$ cat src/rtl/pipe_register_if.sv
// Handshake bundle for pipe_register: input side, output side and occupancy.
// The block sits on the slave modport; whatever drives it uses master.
interface pipe_register_if #(
    parameter int WIDTH  = 64,
    parameter int STAGES = 2
);
    localparam int OCC_W = $clog2(STAGES + 1);

    logic             in_valid;
    logic             in_ready;
    logic [WIDTH-1:0] data_in;
    logic             out_valid;
    logic             out_ready;
    logic [WIDTH-1:0] data_out;
    logic [OCC_W-1:0] occupancy;

    modport master (
        output in_valid,
        output data_in,
        output out_ready,
        input  in_ready,
        input  out_valid,
        input  data_out,
        input  occupancy
    );

    modport slave (
        input  in_valid,
        input  data_in,
        input  out_ready,
        output in_ready,
        output out_valid,
        output data_out,
        output occupancy
    );
endinterface

$ cat src/rtl/pipe_register.sv
// Elastic pipeline register: STAGES stages of WIDTH bits, each with its own
// valid bit, linked by a combinational valid/ready chain so bubbles collapse
// and back-pressure reaches the input. Tracks the number of valid stages.
//
// Optional build macro PIPE_REGISTER_ZERO_EN: every stage that ends up
// invalid after an edge also clears its data, so data_out reads 0 whenever
// out_valid is low. Without it invalid stages keep stale data.
//
// The bus interface instance must be parameterised with the same WIDTH and
// STAGES as this module.
module pipe_register #(
    parameter int WIDTH  = 64,
    parameter int STAGES = 2
) (
    input  logic             clk,
    input  logic             ctrl_reset,
    input  logic             ctrl_flush,
    pipe_register_if.slave   bus
);
    localparam int OCC_W = $clog2(STAGES + 1);
    localparam logic [OCC_W-1:0] OCC_ONE = OCC_W'(1);

    logic [STAGES-1:0] stageValid_q;
    logic [STAGES-1:0] stageValid_d;
    logic [WIDTH-1:0]  stageData_q [STAGES];
    logic [WIDTH-1:0]  stageData_d [STAGES];
    logic [OCC_W-1:0]  occCount_q;
    logic [OCC_W-1:0]  occCount_d;

    logic [STAGES-1:0] advance;
    logic              inReady;
    logic              inXfer;
    logic              outXfer;

    // Ready chain: a stage may advance if it, or any stage ahead of it, is empty, or the sink is taking the last word.
    always_comb begin : readyChain
        logic allFullAhead;
        allFullAhead = 1'b1;
        advance      = '0;
        for (int k = STAGES - 1; k >= 0; k--) begin
            allFullAhead = allFullAhead & stageValid_q[k];
            advance[k]   = bus.out_ready | ~allFullAhead;
        end
    end

    assign inReady = advance[0] & ~ctrl_flush;
    assign inXfer  = bus.in_valid & inReady;
    assign outXfer = stageValid_q[STAGES-1] & bus.out_ready;

    // Next-state for the stage chain: shift where allowed, hold elsewhere, flush wins over everything.
    always_comb begin
        stageValid_d = stageValid_q;
        for (int k = 0; k < STAGES; k++) begin
            stageData_d[k] = stageData_q[k];
        end

        if (advance[0]) begin
            stageValid_d[0] = inXfer;
            stageData_d[0]  = bus.data_in;
        end
        for (int k = 1; k < STAGES; k++) begin
            if (advance[k]) begin
                stageValid_d[k] = stageValid_q[k-1];
                stageData_d[k]  = stageData_q[k-1];
            end
        end

        if (ctrl_flush) begin
            stageValid_d = '0;
        end

`ifdef PIPE_REGISTER_ZERO_EN
        for (int k = 0; k < STAGES; k++) begin
            if (!stageValid_d[k]) begin
                stageData_d[k] = '0;
            end
        end
`endif
    end

    // Occupancy moves only when exactly one side transfers; flush empties it.
    always_comb begin
        occCount_d = occCount_q;
        if (ctrl_flush) begin
            occCount_d = '0;
        end else if (inXfer && !outXfer) begin
            occCount_d = occCount_q + OCC_ONE;
        end else if (outXfer && !inXfer) begin
            occCount_d = occCount_q - OCC_ONE;
        end
    end

    // State registers with asynchronous active-low clear of valids, data and count.
    always_ff @(posedge clk or negedge ctrl_reset) begin
        if (!ctrl_reset) begin
            stageValid_q <= '0;
            for (int k = 0; k < STAGES; k++) begin
                stageData_q[k] <= '0;
            end
            occCount_q <= '0;
        end else begin
            stageValid_q <= stageValid_d;
            for (int k = 0; k < STAGES; k++) begin
                stageData_q[k] <= stageData_d[k];
            end
            occCount_q <= occCount_d;
        end
    end

    assign bus.in_ready  = inReady;
    assign bus.out_valid = stageValid_q[STAGES-1];
    assign bus.data_out  = stageData_q[STAGES-1];
    assign bus.occupancy = occCount_q;
endmodule

$ cat src/flat_wrapper.sv
// flat-port wrapper written by rule: the top's interface ports become plain ports
module pipe_register_flat 
#(
    parameter int WIDTH  = 64,
    parameter int STAGES = 2
)
  (clk, ctrl_reset, ctrl_flush, bus_in_valid, bus_data_in, bus_out_ready, bus_in_ready, bus_out_valid, bus_data_out, bus_occupancy);
  pipe_register_if #(.WIDTH(WIDTH), .STAGES(STAGES)) bus_i ();
  input  logic clk;
  input  logic ctrl_reset;
  input  logic ctrl_flush;
  input wire logic [$bits(bus_i.in_valid)-1:0] bus_in_valid;
  input wire logic [$bits(bus_i.data_in)-1:0] bus_data_in;
  input wire logic [$bits(bus_i.out_ready)-1:0] bus_out_ready;
  output wire logic [$bits(bus_i.in_ready)-1:0] bus_in_ready;
  output wire logic [$bits(bus_i.out_valid)-1:0] bus_out_valid;
  output wire logic [$bits(bus_i.data_out)-1:0] bus_data_out;
  output wire logic [$bits(bus_i.occupancy)-1:0] bus_occupancy;
  assign bus_i.in_valid = bus_in_valid;
  assign bus_i.data_in = bus_data_in;
  assign bus_i.out_ready = bus_out_ready;
  assign bus_in_ready = bus_i.in_ready;
  assign bus_out_valid = bus_i.out_valid;
  assign bus_data_out = bus_i.data_out;
  assign bus_occupancy = bus_i.occupancy;
  pipe_register #(.WIDTH(WIDTH), .STAGES(STAGES)) u_core (.clk(clk), .ctrl_reset(ctrl_reset), .ctrl_flush(ctrl_flush), .bus(bus_i));
endmodule
$ cat config.mk
export PLATFORM = sky130hd
export DESIGN_NAME = pipe_register_flat
export DESIGN_NICKNAME = d
export VERILOG_FILES = /design/src/rtl/pipe_register_if.sv /design/src/rtl/pipe_register.sv /design/src/flat_wrapper.sv
export SDC_FILE = /design/constraint.sdc
export NUM_CORES = 1
export LEC_CHECK = 0
export ABC_AREA = 1
export CAP_MARGIN = 0
export CORE_ASPECT_RATIO = 1.4
export CORE_MARGIN = 1
export CORE_UTILIZATION = 44
export DETAILED_ROUTE_END_ITERATION = 16
export PLACE_DENSITY = 0.83
export SLEW_MARGIN = 30
export SYNTH_ARGS = -nofsm -noshare
export SYNTH_HDL_FRONTEND = slang
export SYNTH_SLANG_ARGS = --single-unit
export TNS_END_PERCENT = 50
$ cat constraint.sdc
create_clock -name clk -period 1.3 [get_ports clk]
set_clock_uncertainty 0.2 [all_clocks]
set_input_delay 0.26 -clock clk [delete_from_list [all_inputs] [get_ports clk]]
set_output_delay 0.26 -clock clk [all_outputs]
set_load 0.03 [all_outputs]
==> results of run 1 <==
## final cells by class
| cell class | instances | share of cell area, % |
|---|---|---|
| Sequential cell | 132 | 35.6 |
| Timing Repair Buffer | 223 | 30.0 |
| Multi-Input combinational cell | 283 | 24.1 |
| Clock buffer | 19 | 4.88 |
| Tap cell | 147 | 1.98 |
| Inverter | 43 | 1.74 |
| Clock inverter | 12 | 1.67 |
## cells by family after synthesis
| logic type | after synthesis | share of synthesized area, % |
|---|---|---|
| simple gates | 177 | 12.4 |
| flops | 132 | 60.4 |
| buf+inv | 131 | 14.5 |
| compound gates | 79 | 7.26 |
| mux | 26 | 5.36 |
## per-layer routing
metal | part of all wire [%] | GRT usage [%] | vias up
met1 | 37 | 23.4 | 2261
met5 | 0 | 0 | -
met2 | 53 | 37.6 | 215
met4 | 4.8 | 8.37 | 0
met3 | 4.9 | 5.56 | 72
li1 | - | - | 1976
## final timing paths
kind | from | endpoint | slack [ps] | cells past startpoint
min reg2reg | u_core.stageData_q[106] | u_core.stageData_q[106] | 270 | 2
min | ctrl_reset | u_core.stageData_q[120] | 140 | 3
max in group asynchronous | ctrl_reset | u_core.bus.data_out[60] | 120 | 3
min in group clk | bus_data_in[43] | u_core.stageData_q[107] | 190 | 3
max | u_core.stageValid_q[1] | bus_in_ready | -370 | 4
max reg2reg | u_core.stageValid_q[1] | u_core.stageData_q[75] | -300 | 7
## cell usage in the layout (no fill, tap or decap), types with 23 or more instances in the layout
cell / instances
a21oi_2: 29
buf_4: 37
buf_6: 74
clkbuf_16: 33
clkdlybuf4s50_1: 66
dfrtp_1: 130
inv_1: 42
mux2_4: 26
nand2_1: 61
nand2_2: 38
nand2_4: 27
nor2_4: 27
o21ai_2: 23
## stage by stage
step | TNS [ps] | worst slack, ps
2_1_floorplan | -9430 | -134
3_3_place_gp | -54770 | -467
3_5_place_dp | -59630 | -556
4_1_cts | -27980 | -365
5_1_grt | -43750 | -411
6_report | -37590 | -373
## sequential cells by signal (all words and copies together), names as in the netlist
register,cells
u_core.stageData_q,64
u_core.stageValid_q,2
u_core.bus.occupancy,2
u_core.bus.data_out,64
## tightest hold or removal path, stage by stage
cell	delay, ps
dlygate4sd3_1	520
buf_4	140
buf_12	180
## power by group through the flow
stage          combinational [W]  sequential (W)  clock (W)
4_1_cts                  0.00172         0.00458    0.00497
2_1_floorplan           0.000929         0.00460          0
5_1_grt                  0.00225         0.00467    0.00521
3_3_place_gp             0.00142         0.00462          0
6_report                 0.00214         0.00464    0.00496
3_5_place_dp             0.00147         0.00463          0
## what timing repair did
action | in CTS | in global routing
gates resized for setup | 78 | 286
setup buffers | 19 | 12
hold endpoints to repair | 132 | 0
cloned | 5 | 23
pin swaps | 1 | 16
setup endpoints to repair | 195 | 199
hold buffers | 2 | 0
==> metrics.md, run 1 <==
| Metric | Value |
|---|---|
| Status | finished with violations |
| Failing checks | negative setup slack |
| Initial Util | between 40% and 50% |
| Ys flop type | dfrtp_1 |
| Final Max Tran Viols | 0 |
| Ys Warns | 0 |
| Gate Count Post-Synth | 545 |
| Port Buffer Count | 136 |
| Top delay family on crit path | flip-flops |
| Num CTS Buffers | 17 |
| GRT Overall Usage | 21.1% |
| Number of nets still failing antenna checks after routing | 0 |
| Crit-path max FO | 3 |
| Area of placed instances | 6640 um2 |
| Drt pass-1 iters | 4 |
| Actual slew at the worst max-slew pin | 383 ps |
| Design area | roughly 9300 um2 |
| CP bufs+invs | 1 |
| Num rows | 47 |
| Diodes inserted | 0 |
| Per-cell routed wire length | 20.8 um |
| Final core utilization | 77.7% |
| Internal power | 0.00859 W |
| Area of the die | 12900 um2 |
| Clock power frac | between 40 and 50% |
| Final period util | 129% |
| Final #Nets | 769 |
| GPL Wtd Cong | roughly 0.74 |
| DR vias/cell | 5.27 |
| Yosys top cell area share | 60.4% |
| Top cell type by total area after synthesis | dfrtp_1 |
| List of most frequent post-synthesis cells | 132 x dfrtp_1, 127 x nand2_1, 73 x buf_4, 43 x inv_1, 42 x nor2_1 |
| First-pass GRT wire length | 20.4 mm |
| Critical path arrival | approximately 1200 ps |
| Number of flops mapped to enable cells by yosys | 0 |
| Comb power frac | 18.2% |
| Ports | 137 |
| Synthesized net count | 614 |
| Register share of total power | between 30 and 40% |
| Power per Cell Area | 1260 nW/um2 |
| LEAKAGE | 4.42 nW |
| Placed instance count | around 770 |
| Min Clock Period, post-route | between 1500 and 2000 ps |
| H-tree level count | 4 |
| Share of cells above drive strength 1 | 51.8% |
| Max-cap violations | 0 |
| CTS sink cnt | 132 |
| Crit path top cell by count | nor2_4 |
| Worst VDD drop | 0.853 mV |
| Crit-path slowest cell | dfrtp_2 |
| Clock input transition at the sequential cells of the worst setup and hold paths | approximately 60 ps |
| Area of the multi-input gates | 2240 um2 |
| Final HPWL DP | 8.05 mm |
| Total power | approximately 0.012 W |
| Switching portion of total power | 26.8% |
| Core area | 11900 um2 |
| Number of global-route vias before repair | 4277 |
| # setup viols final | 200 |
| Max incr delay on CP | 430 ps |
| Critical setup path kind | reg -> out |
| Fraction of registers with async set/reset | 100% |
| Crit path cell chain | nand2_2 > nor2_4 > nor2_4 > buf_6 |
| Critical path launch point type | flop |
| Largest cells by area after synthesis | dfrtp_1 60%, buf_4 10%, nand2_1 8.7% |
| DRC Markers | 0 |
| Required time worst endpoint | 840 ps |
| Global route overflow | 0 |
| Longest Clk Path Bufs | 2 |
| Skew-Pair Late Insertion Delay | 410 ps |
| Post-Syn Area | 5470 um2 |
| Post-route setup slack | -373 ps |
| Synth Register Bits | around 130 |
| Chip width | 96.2 um |
| Psw | approximately 0.0031 W |
| CTS tree | built |
| FILL cells | just over 600 |
| Unrepaired setup endpoints after global routing | yes |
| Starting DRT DRC Count | 207 |
| CTS root buffer | clkbuf_16 |
| Most frequent cell after synthesis | dfrtp_1 |
| Final WL | around 18 mm |
| Area grow syn2layout | 69.8% |
| Critical path capture point type | output pin |
| Hold Vio Cnt, Final | 0 |
| Largest net degree at the start of global routing | 63 |
| Worst Hold Margin | ~140 ps |
| Fin cells | 859 |
| Max_slew headroom | about 74% |
| Library cells used by synthesis | 16 |
| Vias | 4524 |
| Register area share after synthesis | between 60% and 70% |
| Synth Area per Inst | 10.0 um2 |
| Hold WC Path Type | in -> async |
| Register area | about 3300 um2 |
| Die Span Y | 134 um |
| Antenna violations before repair | 0 |
| Max Clock Freq | 598 MHz |
Power figures use the tool's default switching activity.
==> inputs of run 2 (changes only) <==
--- a/config.mk
+++ b/config.mk
@@ -9,9 +9,10 @@
 export CAP_MARGIN = 0
 export CORE_ASPECT_RATIO = 1.4
 export CORE_MARGIN = 1
-export CORE_UTILIZATION = 44
+export CORE_UTILIZATION = 37
 export DETAILED_ROUTE_END_ITERATION = 16
-export PLACE_DENSITY = 0.83
+export GPL_ROUTABILITY_DRIVEN = 0
+export PLACE_DENSITY = 0.72
 export SLEW_MARGIN = 30
 export SYNTH_ARGS = -nofsm -noshare
 export SYNTH_HDL_FRONTEND = slang
==> metrics.md, run 2 (same netlist as run 1, synthesis figures left out) <==
| Metric | Value |
|---|---|
| Starting DRT DRC Count | 153 (-26%) |
| Pre-CTS WS | -555 ps (+0.899 ps) |
| Crit path cell chain | clkdlybuf4s50_1 > buf_4 > nor2_4 > nor2_4 > buf_6 |
| Die Span Y | 146 um (+8.9%) |
| CTS sink cnt | 132 (unchanged) |
| Actual slew at the worst max-slew pin | 290 ps (-93.1 ps) |
| Max Clock Freq | 600 MHz (+0.42%) |
| Critical path launch point type | input pin |
| Min Clock Period, post-route | 1670 ps (-6.98 ps) |
| Global route overflow | 0 (unchanged) |
| DRC Markers | 0 (unchanged) |
| Worst VDD drop | 0.861 mV (+0.91%) |
| Max incr delay on CP | 450 ps (+20 ps) |
| Status | finished with violations |
| Number of nets still failing antenna checks after routing | 0 (unchanged) |
| Worst Hold Margin | 94.7 ps (-49.1 ps) |
| Required time worst endpoint | 840 ps (about the same) |
| Unrepaired setup endpoints after global routing | yes |
| Failing checks | negative setup slack |
| Largest net degree at the start of global routing | 36 (-43%) |
| Chip width | 105 um (+8.9%) |
| Clock input transition at the sequential cells of the worst setup and hold paths | 60 ps (about the same) |
| Vias | 4104 (-9.3%) |
| Final period util | 128% (-0.54 points) |
| Area grow syn2layout | 54.3% |
| H-tree level count | 4 (unchanged) |
| Crit-path slowest cell | clkdlybuf4s50_1 |
| Ports | 137 (unchanged) |
| Diodes inserted | 0 (unchanged) |
| Num CTS Buffers | 17 (unchanged) |
| Hold Vio Cnt, Final | 0 (unchanged) |
| Num rows | 52 (+11%) |
| Crit path top cell by count | nor2_4 |
| Max_slew headroom | 80.6% (+6.2 points) |
| Leading cell type in the layout, fill and taps excluded | dfrtp_1 |
| CTS tree | built |
| Core area | 14400 um2 (+21%) |
| Most frequent cells in the layout | 131 x dfrtp_1, 110 x nand2_1, 81 x buf_6 |
| Top delay family on crit path | buffers and inverters |
| CP bufs+invs | 3 (+2) |
| Port Buffer Count | 136 (unchanged) |
| CTS root buffer | clkbuf_16 |
| Critical setup path kind | in -> out |
| Antenna violations before repair | 0 (unchanged) |
| Final WL | 13.9 mm (-22%) |
| Hold WC Path Type | in -> async |
| LEAKAGE | 4.12 nW (-6.9%) |
| # setup viols final | 200 (unchanged) |
| Per-cell routed wire length | 15.6 um (-25%) |
| Drt pass-1 iters | 4 (unchanged) |
| Max-cap violations | 0 (unchanged) |
| FILL cells | 1170 (+89%) |
| Number of global-route vias before repair | 4332 (+1.3%) |
| Critical path capture point type | output pin |
| Initial Util | 37.8% (-7.9 points) |
| Longest Clk Path Bufs | 2 (unchanged) |
| Fin Setup TNS | -40560 ps (-2970 ps) |
| Final #Nets | 761 (-1.0%) |
| First-pass GRT wire length | 21.2 mm (+4.1%) |
| DR vias/cell | 4.59 (-13%) |
| Critical path arrival | 1210 ps (about the same) |
| Skew-Pair Late Insertion Delay | 400 ps (about the same) |
| Post-route setup slack | -366 ps (+6.98 ps) |
| Final HPWL DP | 7.78 mm (-3.2%) |
| GRT Overall Usage | 17.8% (-3.3 points) |
| Total power | 0.0115 W (-2.2%) |
| Share of cells above drive strength 1 | 35.7% (-16 points) |
| Final Max Tran Viols | 0 (unchanged) |
| Power per Cell Area | 1360 nW/um2 (+7.7%) |
| Crit-path max FO | 3 (unchanged) |
| Area of the die | 15300 um2 (+19%) |
-- run 2: worst reg2reg max path: cells and delay by family, from the launching register on --
family	cells	cell delay (ps)
DFF	1	430
buffers and inverters	4	470
and+or+nand+nor	6	420
-- run 2: worst paths after layout --
check                                   startpoint                      end  slack [ps]  cells after the start
hold reg to reg            u_core.stageData_q[118]  u_core.stageData_q[118]         270                      2
setup / recovery                     bus_out_ready             bus_in_ready        -370                      5
min in group clk                   bus_data_in[46]  u_core.stageData_q[110]         190                      3
setup reg to reg            u_core.stageValid_q[1]  u_core.bus.occupancy[1]        -330                     10
hold / removal                          ctrl_reset   u_core.stageData_q[74]          90                      2
max in group asynchronous               ctrl_reset  u_core.bus.data_out[52]         310                      3
-- run 2: report_power, final --
group / switching (W) / internal [W]
Combinational: 0.000880 / 0.000913
Sequential: 0.000193 / 0.00440
Clock: 0.00177 / 0.00332
Total: 0.00285 / 0.00864
-- run 2: timing repair --
action	in CTS	in global routing
pin swaps	1	6
gates cloned	10	5
buffers inserted	24	17
hold buffers	1	0
endpoints found under the setup margin	199	200
gates resized for setup	114	65
hold endpoints to repair	132	0
-- run 2: layout make-up --
type	instances	area, um2	share of cell area [%]
tap	189	236	2.80
timing repair buffer	215	2520	29.9
inverter	43	161	1.91
clock buffer	20	457	5.42
multi-input combinational	283	1580	18.7
sequential	132	3300	39.2
clock inverter	12	176	2.09
-- run 2: metrics by stage --
step	instances	utilization, %	area (um2)
detailed placement	810	45.8	6610
global placement	810	45.8	6610
global route	894	58.4	8430
CTS	877	55.9	8070
finish	894	58.4	8430
floorplan	545	-	5500
-- run 2: layer usage --
metal	part of all wire, %	vias up	global-route usage [%]
met2	56	125	34.0
met3	3.9	16	4.03
met5	0	-	0
li1	-	1952	-
met4	1.9	0	6.27
met1	38	2011	18.9
